[config.mk]
export PLATFORM = sky130hd
export DESIGN_NAME = mul_share_arbiter
export DESIGN_NICKNAME = d
export VERILOG_FILES = /design/src/rtl/mul_share_arbiter.sv
export SDC_FILE = /design/constraint.sdc
export NUM_CORES = 1
export LEC_CHECK = 0
export ABC_CLOCK_PERIOD_IN_PS = 4900
export BUFFER_PORTS_ARGS = -buffer_cell sky130_fd_sc_hd__buf_2
export CORE_MARGIN = 2
export CORE_UTILIZATION = 60
export CTS_BUF_LIST = sky130_fd_sc_hd__clkbuf_2 sky130_fd_sc_hd__clkbuf_4 sky130_fd_sc_hd__clkbuf_8
export DETAILED_ROUTE_END_ITERATION = 8
export GPL_TIMING_DRIVEN = 0
export HOLD_SLACK_MARGIN = 0.08
export PLACE_DENSITY = 0.95
export SLEW_MARGIN = 5
export SYNTH_ARGS = -nofsm -noshare
export SYNTH_HDL_FRONTEND = slang
export SYNTH_SLANG_ARGS = --single-unit
[constraint.sdc]
create_clock -name clk -period 4.9 [get_ports clk]
set_clock_uncertainty 0.1 [all_clocks]
set_input_delay 0.245 -clock clk [delete_from_list [all_inputs] [get_ports clk]]
set_output_delay 0.245 -clock clk [all_outputs]
set_load 0.05 [all_outputs]
[src/rtl/mul_share_arbiter.sv]
// Round-robin arbiter sharing one serial signed Booth multiplier (20b x 17b -> 37b).
// Define MUL_RADIX4_EN for the radix-4 sequencer (10 iterations instead of 20).
module mul_share_arbiter #(
  parameter int NREQ = 2
) (
  input  logic                 clk,
  input  logic                 reset,
  input  logic [NREQ-1:0]      req,
  input  logic [NREQ*20-1:0]   a_data,
  input  logic [NREQ*17-1:0]   b_coef,
  output logic [NREQ-1:0]      gnt,
  output logic [NREQ-1:0]      done,
  output logic [36:0]          product,
  output logic                 busy
);

  localparam int IDX_W = (NREQ > 2) ? 2 : 1;
  localparam logic [IDX_W:0]   NREQ_V   = (IDX_W+1)'(NREQ);
  localparam logic [IDX_W-1:0] LAST_IDX = IDX_W'(NREQ - 1);
  localparam logic [NREQ-1:0]  ONE_HOT0 = NREQ'(1);

`ifdef MUL_RADIX4_EN
  // {18-bit upper, 22-bit sign-extended multiplier, guard}
  localparam int ACC_W    = 41;
  localparam int PROD_LSB = 3;
  localparam logic [4:0] LAST_ITER = 5'd9;
`else
  // {17-bit upper, 20-bit multiplier, guard}
  localparam int ACC_W    = 38;
  localparam int PROD_LSB = 1;
  localparam logic [4:0] LAST_ITER = 5'd19;
`endif

  typedef enum logic [1:0] {
    ST_IDLE = 2'd0,
    ST_RUN  = 2'd1,
    ST_DONE = 2'd2
  } state_t;

`ifdef MUL_RADIX4_EN
  function automatic logic [ACC_W-1:0] booth_step(input logic [ACC_W-1:0] acc,
                                                  input logic [16:0]      b);
    logic [19:0] up;
    logic [19:0] bx;
    logic [19:0] sum;
    up  = {{2{acc[40]}}, acc[40:23]};
    bx  = {{3{b[16]}}, b};
    case (acc[2:0])
      3'b001, 3'b010: sum = up + bx;
      3'b011:         sum = up + (bx << 1);
      3'b100:         sum = up - (bx << 1);
      3'b101, 3'b110: sum = up - bx;
      default:        sum = up;
    endcase
    return {sum, acc[22:2]};
  endfunction

  function automatic logic [ACC_W-1:0] booth_init(input logic [19:0] a);
    return {18'd0, {2{a[19]}}, a, 1'b0};
  endfunction
`else
  // The add is one bit wider than the upper field so -(-2^16) cannot overflow before the shift.
  function automatic logic [ACC_W-1:0] booth_step(input logic [ACC_W-1:0] acc,
                                                  input logic [16:0]      b);
    logic [17:0] up;
    logic [17:0] bx;
    logic [17:0] sum;
    up  = {acc[37], acc[37:21]};
    bx  = {b[16], b};
    case (acc[1:0])
      2'b01:   sum = up + bx;
      2'b10:   sum = up - bx;
      default: sum = up;
    endcase
    return {sum, acc[20:1]};
  endfunction

  function automatic logic [ACC_W-1:0] booth_init(input logic [19:0] a);
    return {17'd0, a, 1'b0};
  endfunction
`endif

  state_t             state_r, state_next_s;
  logic [IDX_W-1:0]   rr_ptr_r, cur_r;
  logic [4:0]         iter_r;
  logic [ACC_W-1:0]   acc_r, acc_step_s;
  logic [16:0]        b_r;
  logic [NREQ-1:0]    gnt_r, done_r;
  logic [36:0]        product_r;
  logic               busy_r;

  logic [NREQ-1:0]    rot_s;
  logic [IDX_W-1:0]   off_s, winner_s, rr_next_s;
  logic [IDX_W:0]     wsum_s;
  logic               found_s, arb_s;
  logic [19:0]        sel_a_s;
  logic [16:0]        sel_b_s;

  // Round-robin pick: rotate requests so rr_ptr sits at bit 0, take the lowest set bit.
  always_comb begin
    rot_s   = NREQ'({req, req} >> rr_ptr_r);
    found_s = |req;
    off_s   = '0;
    for (int o = NREQ - 1; o >= 0; o--) begin
      off_s = rot_s[o] ? IDX_W'(o) : off_s;
    end
    wsum_s = {1'b0, rr_ptr_r} + {1'b0, off_s};
    if (wsum_s >= NREQ_V) begin
      winner_s = IDX_W'(wsum_s - NREQ_V);
    end else begin
      winner_s = wsum_s[IDX_W-1:0];
    end
    rr_next_s = (winner_s == LAST_IDX) ? '0 : winner_s + IDX_W'(1);
    arb_s     = found_s && ((state_r == ST_IDLE) || (state_r == ST_DONE));
  end

  // Operand mux for the winning requester.
  always_comb begin
    sel_a_s = '0;
    sel_b_s = '0;
    for (int k = 0; k < NREQ; k++) begin
      sel_a_s = sel_a_s | (a_data[k*20 +: 20] & {20{winner_s == IDX_W'(k)}});
      sel_b_s = sel_b_s | (b_coef[k*17 +: 17] & {17{winner_s == IDX_W'(k)}});
    end
    acc_step_s = booth_step(acc_r, b_r);
  end

  // Sequencer next-state logic.
  always_comb begin
    state_next_s = state_r;
    case (state_r)
      ST_IDLE, ST_DONE: state_next_s = found_s ? ST_RUN : ST_IDLE;
      ST_RUN:           state_next_s = (iter_r == LAST_ITER) ? ST_DONE : ST_RUN;
      default:          state_next_s = ST_IDLE;
    endcase
  end

  // State register; busy follows the state it is entering.
  always_ff @(posedge clk) begin
    if (reset) begin
      state_r <= ST_IDLE;
      busy_r  <= 1'b0;
    end else begin
      state_r <= state_next_s;
      busy_r  <= (state_next_s != ST_IDLE);
    end
  end

  // Capture, iterate and present the product.
  always_ff @(posedge clk) begin
    if (reset) begin
      rr_ptr_r  <= '0;
      cur_r     <= '0;
      iter_r    <= 5'd0;
      acc_r     <= '0;
      b_r       <= 17'd0;
      gnt_r     <= '0;
      done_r    <= '0;
      product_r <= 37'd0;
    end else begin
      gnt_r  <= '0;
      done_r <= '0;
      if (arb_s) begin
        gnt_r    <= ONE_HOT0 << winner_s;
        cur_r    <= winner_s;
        rr_ptr_r <= rr_next_s;
        acc_r    <= booth_init(sel_a_s);
        b_r      <= sel_b_s;
        iter_r   <= 5'd0;
      end else if (state_r == ST_RUN) begin
        acc_r  <= acc_step_s;
        iter_r <= iter_r + 5'd1;
        if (iter_r == LAST_ITER) begin
          done_r    <= ONE_HOT0 << cur_r;
          product_r <= acc_step_s[PROD_LSB +: 37];
        end
      end
    end
  end

  assign gnt     = gnt_r;
  assign done    = done_r;
  assign product = product_r;
  assign busy    = busy_r;

endmodule

==> flow_summary.yaml <==
timing:
  rsz0062_at_grt: "no"
  hold_violations: 0
  relSlewSlack_pct: 12.1
  setup_viol: 0
  period_needed_ns: 3.86
  slew_violations: 0
  worst_slew_pin_slew_ns: 1.31
  setup_tns_ns: 0
  min_period_over_period_pct: 78.7
  max_freq_mhz: 259
power:
  power_frac_comb_pct: 31.4
  power_mw: 2.19
  p_per_area_nw_per_um2: 332
  p_sw_share_pct: 36.5
  p_seq_share_pct: 43.6
  p_switching_uw: 801
  pwr-share-clk_pct: 24.9
  irDropWorstVdd_mv: 0.171
  p_int_mw: 1.39
  leakage_nw: 2.72
global_route:
  grt_usage_pct: 37.3
  grt_pass1_vias: 5723
  grt_max_degree: 20
  antenna_found_initial: 0
  grt_pass1_wl_mm: 28.5
  overflow: 0
floorplanning:
  die_w_um: 97.8
  die_y_um: 97.8
  rows: 34
  coreArea_um2: 8640
  start_util_pct: 61.1
  dieArea_um2: 9560
  pin_count: 120
clock_network:
  cts_root_buffer: "clkbuf_8"
  htreeDepth: 3
  cts_sinks: 106
  worst_skew_pair.late_latency_ns: 0.39
  tritoncts: "built"
  cts-resized-gates: 0
  cts_buffers: 9
  clk_pin_slew_ns: 0.11
  clock_path_buffers: 2
placed_design:
  placed_cells: 869
  gp_congestion: 0.964
  portBuffers: 118
  hpwl_mm: 11.8
final_layout:
  nets: 912
  final_cell_mix: "buf_2 (120), dfxtp_1 (106), nand2_1 (98)"
  syn2layout_area_growth_pct: 25.2
  layout_commonest_cell: "buf_2"
  fill_cells: 566
  diodes: 0
  final_cells: 926
  drive_gt1_share_pct: 17.7
critical_path:
  worstSetupEndpointType: "register"
  cp.arrival_ns: 4.06
  critical_path_required_ns: 5.10
  critPathKind: "register to register"
  crit_fanout: 10
  startpoint_type: "register"
drt:
  dr.max_layer_used: "met4"
  num_vias: 5937
  route.met2.wl_mm: 8.65
  drtPass1Iterations: 8
  wl_per_cell_um: 19.4
  ant_nets: 0
  drtIter0Drc: 747
  wl_met1_mm: 6.65
  dr_wl_met3_mm: 1.91
  post-route-drc-count: 0
  vias_per_cell: 6.41
  wl_mm: 18.0
synthesis:
  syn_avg_cell_area_um2: 8.21
  ys_seq_elements: 106
  synth_fp_nets: 742
  yosys_most_used_dff: "dfxtp_1"
  synth.distinct_cells: 50
  synth_cells: 643
  synth_area_um2: 5280
  synth.top_cells.by_area: "dfxtp_1 (40%), nand2_1 (7.0%), a21oi_1 (5.7%)"
  synth_top_area_cell: "dfxtp_1"
  yosysSeqAreaShare_pct: 40.2
  synth_top_cell_area_share_pct: 40.2
  synth-edff-count: 0
  ys_warn_count: 0
  ys_async_sr_fraction_pct: 0
hold_path:
  hold_class: "input pin to register"
run:
  max-cap-violations: 0
run_status:
  status: "finished clean"
==> cell families (layout without fill, tap and decap cells) <==
| logic type | count (synthesis) | in the layout | share of synthesized area [%] |
|---|---|---|---|
| flip-flops | 106 | 106 | 40.2 |
| AND/OR/NAND/NOR | 227 | 227 | 19.0 |
| AO/OA/AOI/OAI | 191 | 191 | 24.8 |
| buffers and inverters | 60 | 235 | 4.32 |
| adder cells (fa/ha/maj) | 21 | 21 | 5.12 |
| XOR/XNOR | 29 | 29 | 4.81 |
| multiplexers | 9 | 9 | 1.71 |
==> registers in the layout, summed over array words and instances (netlist names) <==
register  count
b_r          17
acc_r        38
done          2
state_r       2
cur_r         1
rr_ptr_r      1
product      37
busy          1
iter_r        5
gnt           2
==> stage by stage <==
stage	instance area [um^2]	hold WS, ns	setup WS, ns	utilization [%]
floorplan	5280	0.274	1.81	-
global placement	6000	0.336	1.30	69.5
detailed placement	6000	0.338	1.19	69.5
CTS	6610	0.136	1.09	76.5
global route	6610	0.157	0.828	76.5
finish	6610	0.138	1.04	76.5
==> power by group through the flow <==
stage | clock [mW] | sequential, mW | combinational, mW
2_1_floorplan | 0 | 0.963 | 0.452
3_5_place_dp | 0 | 0.972 | 0.618
6_report | 0.547 | 0.957 | 0.690
4_1_cts | 0.531 | 0.952 | 0.658
3_3_place_gp | 0 | 0.967 | 0.597
5_1_grt | 0.573 | 0.962 | 0.743
==> synth_stat cells, types with 2 or more instances <==
cell / n
a311oi_1: 3
nor4bb_1: 2
or4_1: 2
o31ai_1: 7
a21oi_2: 2
a31oi_1: 6
clkbuf_1: 39
a211oi_1: 34
inv_2: 2
dfxtp_1: 106
a222oi_1: 26
o21ai_0: 19
and2_1: 4
xor2_1: 9
o21a_1: 4
buf_1: 4
a21oi_1: 60
o311ai_1: 2
ha_1: 20
a22oi_1: 10
inv_1: 13
mux2i_1: 9
nor2b_1: 7
buf_2: 2
nor3_1: 12
nand2b_1: 7
nand4_1: 3
xnor2_1: 20
nand3_1: 8
o21ai_1: 5
a21o_1: 4
nand2_1: 98
nor2_1: 77
==> path summary, 6_finish.rpt <==
| kind | from | end | slack, ns | depth (start not counted) |
|---|---|---|---|---|
| hold / removal | a_data[39] | acc_r[20] | 0.14 | 4 |
| setup / recovery | acc_r[1] | product[36] | 1.04 | 13 |
| setup reg to reg | acc_r[1] | product[36] | 1.04 | 13 |
| hold reg to reg | cur_r | done[0] | 0.36 | 1 |
==> per-layer routing <==
| metal | GRT usage (%) | up-vias |
|---|---|---|
| li1 | - | 2666 |
| met3 | 6.23 | 84 |
| met5 | 0 | - |
| met2 | 63.5 | 455 |
| met1 | 46.7 | 2732 |
| met4 | 16.8 | 0 |
==> cell type report <==
type | instances | area (um^2) | area share (%)
multi-input cells | 477 | 2930 | 44.3
flip-flops and latches | 106 | 2120 | 32.1
repair buffers | 159 | 1000 | 15.2
plain buffers | 45 | 171 | 2.59
clock buffers | 10 | 138 | 2.08
well taps | 108 | 135 | 2.05
clock inverters | 6 | 56.3 | 0.852
inverters | 15 | 56.3 | 0.852
==> critical path, stage by stage (launching register included) <==
cell,delay (ns)
dfxtp_1,0.37
ha_1,0.19
buf_2,0.24
buf_1,0.41
nor2_1,0.13
xnor2_1,0.18
ha_1,0.40
nand3_1,0.12
a21oi_1,0.39
o2111ai_1,0.23
a21oi_2,0.21
nor3_1,0.09
or4_1,0.47
a311oi_1,0.24
==> timing repair <==
item,in CTS,in global routing
hold buffers,41,0
buffers inserted,0,0
endpoints found under the hold margin,21,0
Note: power is estimated with default switching activity, not from simulation.
